--- config.mk ---
export PLATFORM = sky130hd
export DESIGN_NAME = alu_slice_sequencer
export DESIGN_NICKNAME = d
export VERILOG_FILES = /design/src/rtl/alu_slice_sequencer_pkg.sv /design/src/rtl/alu_slice_sequencer_arb.sv /design/src/rtl/alu_slice_sequencer.sv
export SDC_FILE = /design/constraint.sdc
export NUM_CORES = 1
export LEC_CHECK = 0
export ABC_AREA = 1
export BUFFER_PORTS_ARGS = -buffer_cell sky130_fd_sc_hd__buf_4
export CORE_MARGIN = 1.5
export CORE_UTILIZATION = 53
export CTS_CLUSTER_DIAMETER = 40
export DETAILED_ROUTE_END_ITERATION = 10
export PLACE_DENSITY = 0.89
export SYNTH_ARGS = -nofsm -noshare
export SYNTH_HDL_FRONTEND = slang
export SYNTH_SLANG_ARGS = --single-unit
--- constraint.sdc ---
create_clock -name clk -period 3.42 [get_ports clk]
set_input_delay 0.171 -clock clk [delete_from_list [all_inputs] [get_ports clk]]
set_output_delay 0.171 -clock clk [all_outputs]
set_load 0.02 [all_outputs]
--- src/rtl/alu_slice_sequencer_pkg.sv ---
// alu_slice_sequencer_pkg: shared state encoding, op codes and defaults for the slice sequencer
package alu_slice_sequencer_pkg;
  typedef enum logic [1:0] {IDLE, EXEC, RESP} state_t;
  localparam int SLICE_W_DEF = 5;
  localparam logic [1:0] OP_ADD = 2'b00;
  localparam logic [1:0] OP_AND = 2'b01;
  localparam logic [1:0] OP_XOR = 2'b10;
  localparam logic [1:0] OP_ADC = 2'b11;
  localparam logic [1:0] CHAIN_OP_DEF = OP_ADC;
endpackage

--- src/rtl/alu_slice_sequencer_arb.sv ---
// rr_arbiter2: two-way round-robin grant, priority goes to the requester after rr_last
module rr_arbiter2
  import alu_slice_sequencer_pkg::*;
(
  input  logic       clk,
  input  logic       rst,
  input  logic       en,
  input  logic [1:0] valid,
  output logic [1:0] grant
);
  logic rr_last;
  // one-hot grant, only when enabled
  always_comb grant = en ? {valid[1] & (~rr_last | ~valid[0]), valid[0] & (rr_last | ~valid[1])} : 2'b00;
  // remember the last winner; reset favours requester 0 first
  always_ff @(posedge clk or posedge rst)
    if (rst) rr_last <= 1'b1;
    else if (|grant) rr_last <= grant[1];
endmodule

--- src/rtl/alu_slice_sequencer.sv ---
// alu_slice_sequencer: runs wide ops from two requesters through one narrow external ALU, slice by slice
module alu_slice_sequencer
  import alu_slice_sequencer_pkg::*;
#(
  parameter int SLICE_W = SLICE_W_DEF,
  parameter int SLICES = 2,
  parameter logic [1:0] CHAIN_OP = CHAIN_OP_DEF,
  localparam int OPW = SLICE_W * SLICES
) (
  input  logic               clk,
  input  logic               rst,
  input  logic [1:0]         req_valid,
  output logic [1:0]         req_ready,
  input  logic [3:0]         req_op,
  input  logic [2*OPW-1:0]   req_a,
  input  logic [2*OPW-1:0]   req_b,
  input  logic [1:0]         req_cin,
  output logic [1:0]         alu_s,
  output logic [SLICE_W-1:0] alu_x,
  output logic [SLICE_W-1:0] alu_y,
  output logic               alu_cin,
  input  logic [SLICE_W-1:0] alu_f,
  input  logic               alu_cout,
  output logic               rsp_valid,
  input  logic               rsp_ready,
  output logic               rsp_id,
  output logic [OPW-1:0]     rsp_data,
  output logic               rsp_cout
);
  localparam int KW = SLICES > 1 ? $clog2(SLICES) : 1;
  localparam logic [KW-1:0] KLAST = KW'(SLICES - 1);
  state_t state, state_n;
  logic [KW-1:0] k;
  logic [1:0] grant, op_q;
  logic [OPW-1:0] a_q, b_q, res_q;
  logic cin_q, carry_q, id_q, exec;
  rr_arbiter2 u_arb (.clk(clk), .rst(rst), .en(state == IDLE && !rst), .valid(req_valid), .grant(grant));
  // state register
  always_ff @(posedge clk or posedge rst)
    if (rst) state <= IDLE;
    else state <= state_n;
  // next state and outputs; ALU port is only driven while a slice is in flight
  always_comb begin
    state_n = (state == IDLE && |grant) ? EXEC :
              (state == EXEC && k == KLAST) ? RESP :
              (state == RESP && rsp_ready) ? IDLE : state;
    exec = state == EXEC;
    req_ready = grant;
    alu_s = exec ? op_q : 2'b00;
    alu_x = exec ? a_q[int'(k)*SLICE_W +: SLICE_W] : '0;
    alu_y = exec ? b_q[int'(k)*SLICE_W +: SLICE_W] : '0;
    alu_cin = exec & ((k != '0 && op_q == CHAIN_OP) ? carry_q : cin_q);
    rsp_valid = state == RESP;
    rsp_data = rsp_valid ? res_q : '0;
    rsp_cout = rsp_valid & carry_q;
    rsp_id = rsp_valid & id_q;
  end
  // latch the winning request, then collect one slice result and carry per cycle
  always_ff @(posedge clk or posedge rst)
    if (rst) begin
      k <= '0;
      op_q <= 2'b00;
      a_q <= '0;
      b_q <= '0;
      cin_q <= 1'b0;
      id_q <= 1'b0;
      res_q <= '0;
      carry_q <= 1'b0;
    end else if (state == IDLE && |grant) begin
      k <= '0;
      op_q <= grant[1] ? req_op[3:2] : req_op[1:0];
      a_q <= grant[1] ? req_a[2*OPW-1:OPW] : req_a[OPW-1:0];
      b_q <= grant[1] ? req_b[2*OPW-1:OPW] : req_b[OPW-1:0];
      cin_q <= grant[1] ? req_cin[1] : req_cin[0];
      id_q <= grant[1];
    end else if (exec) begin
      res_q[int'(k)*SLICE_W +: SLICE_W] <= alu_f;
      carry_q <= alu_cout;
      if (k != KLAST) k <= k + 1'b1;
    end
endmodule

==> results_dict.tcl <==
set metrics [dict create \
    synth_seq_cells 39 \
    port_buffers 84 \
    ir_worst_vdd_mv 0.223 \
    finalClockSkew_ps 8.48 \
    place.detailed.hpwl_mm 3.84 \
    seq_area_frac_synth_pct 42.9 \
    vias 2239 \
    hold_viol 0 \
    fin_nets 448 \
    io_pins 85 \
    grt_pass1_vias 2032 \
    drv_cap 0 \
    wl_mm 5.45 \
    p_leak_nw 1.73 \
    pre_cts_ws_ps 1480 \
    vias_per_cell 5.07 \
    rsz0062_at_grt "no" \
    drc 0 \
    synth_fp_nets 373 \
    antenna_found_initial 0 \
    rows 23 \
    cts_buffer_depth 2 \
    grt_pass1_wl_mm 8.76 \
    crit_family "simple AND/OR/NAND/NOR gates" \
    crit_start "state[1]" \
    core_um2 4060 \
    whs_ps 62.7 \
    critPathBufInv 1 \
    final_cell_mix "85 x nand2_1, 85 x buf_4, 50 x inv_1, 48 x nand3_1, 38 x dfrtp_1" \
    path_clk_slew_ps 80 \
    path_depth 4 \
    max_freq_mhz 464 \
    crit_slowest_cell "nor2_4" \
    layout_setup_ws_ps 1260 \
    ys_types 20 \
    start_kind "flip-flop" \
    cp_data_arrival_time_ps 1990 \
    drt_iter0_drc 122 \
    critPathCapture "req_ready[1]" \
    dieArea_um2 4700 \
    crit_fanout 24 \
    initial_core_util_pct 56.1 \
    ant_nets 0 \
    slew-limit-headroom_pct 65.5 \
    numCtsBuffers 5 \
    r2r_cells 7 \
    grt_overflow 0 \
    worstPathRequired_ps 3250 \
    synthCells 316 \
    wl_per_cell_um 12.3 \
    nFillCells 331 \
    drt_first_pass_iters 4 \
    setup_viol 0 \
    ctsResizeCount 0 \
    multi_input_area_um2 1010 \
    finalPower_mw 1.00 \
    avgSynthCellArea_um2 7.20 \
    grt_max_degree 40 \
    grt_usage_pct 25.2 \
    r2r-end "a_q[4]" \
    period_share_pct 63.1 \
    syn_area_um2 2280 \
    die_y_um 68.5 \
    die_w_um 68.5 \
    synth_top_area_cell "dfrtp_1" \
    slowest_delay_ps 520 \
    yosys-top-cells-area "dfrtp_1 42%, nand2_1 14%, nand3_1 11%, inv_1 8.2%, o21bai_1 7.6%" \
    regArea_um2 977 \
    clock_latency_ps 300 \
    endpoint_kind "output pin" \
    area_delta_synth_final_pct 31.6 \
    gp_congestion 0.813 \
    cts-hold-fix-buffers 0 \
    setup_tns_ps 0 \
    rr_startpoint "u_arb.rr_last" \
    reg2reg_slack_ps 1440 \
    status "complete, no violations" \
    ys_warn_count 0 \
    hp-class "in2async" \
    worstMarginPinSlew_ps 517 \
    p_per_area_nw_per_um2 334 \
    drive_gt1_share_pct 26.5 \
    period_needed_ps 2160 \
    cts_htree_levels 2 \
    clockRootBuffer "clkbuf_8" \
    crit_chain "nor2_1 -> nand2_2 -> nor2_4 -> buf_4" \
    cts.sinks 39 \
    slew_violations 0 \
    post_cts_buffers 0 \
    antenna_cells 0 \
    cts_tree "done" \
    synth_top_cell_area_share_pct 41.8 \
    critPathKind "reg2out" \
]
[routing by layer]
metal / track usage, % / part of all wire [%] / up-vias
met5: 0 / 0 / -
met4: 7.00 / 1.1 / 0
met3: 6.01 / 8.2 / 8
met2: 44.6 / 48 / 94
met1: 30.4 / 42 / 1001
li1: - / - / 1136
[state kept, by name (all words and copies together), names as in the netlist]
name and flops:
id_q 1, carry_q 1, a_q 10, b_q 10, op_q 2, k 1, u_arb.rr_last 1, state 2
res_q 10, cin_q 1
[synthesized netlist by cell type]
cell type	n
dfstp_2	1
nor2_4	2
buf_1	1
buf_2	6
nor2_1	16
a21oi_1	12
nand2_2	2
o21ai_0	15
dfrtp_1	38
buf_6	2
buf_4	2
inv_1	50
inv_2	2
nor2_2	1
a21boi_1	1
nand2_4	3
o21bai_1	23
nand2_1	85
clkbuf_1	6
nand3_1	48
[where the power goes]
part | total [mW] | switching (mW) | internal (mW)
logic | 0.115 | 0.0500 | 0.0651
clock network | 0.392 | 0.174 | 0.217
registers | 0.494 | 0.0140 | 0.480
[stage by stage]
step	utilization, %	cell area (um^2)	cells
after floorplan	-	2280	316
after global placement	71.0	2880	434
after detailed placement	71.0	2880	434
after CTS	73.8	3000	442
after global routing	73.8	3000	442
final	73.8	3000	442
[worst min path at each step]
stage,from,endpoint,slack [ps],depth (start not counted)
2_1_floorplan,alu_cout,carry_q,290,2
3_3_place_gp,rst,id_q,380,3
3_5_place_dp,rst,id_q,400,3
4_1_cts,rst,id_q,80,3
5_1_grt,alu_cout,carry_q,100,3
6_report,rst,id_q,60,3
[final cells by class]
class,count,share of cell area (%)
multi-input combinational,208,33.7
sequential,39,32.6
timing repair buffer,85,21.3
inverter,52,6.52
clock buffer,5,2.30
tap,50,2.09
clock inverter,3,1.46
[worst register-to-register path, stage by stage (launching register included)]
cell	delay, ps
dfstp_2	540
nand2_1	60
nand2_2	370
inv_1	170
nand2_4	290
nand2_4	240
nand3_1	150
nand2_1	50
[cells by family (layout without fill, tap and decap cells)]
group / after synthesis / in the layout / synth area share [%]
AOI/OAI and AO/OA: 51 / 51 / 13.9
buffers and inverters: 69 / 145 / 12.7
DFF: 39 / 39 / 42.9
and+or+nand+nor: 157 / 157 / 30.5
Note: power is estimated with default switching activity, not from simulation.
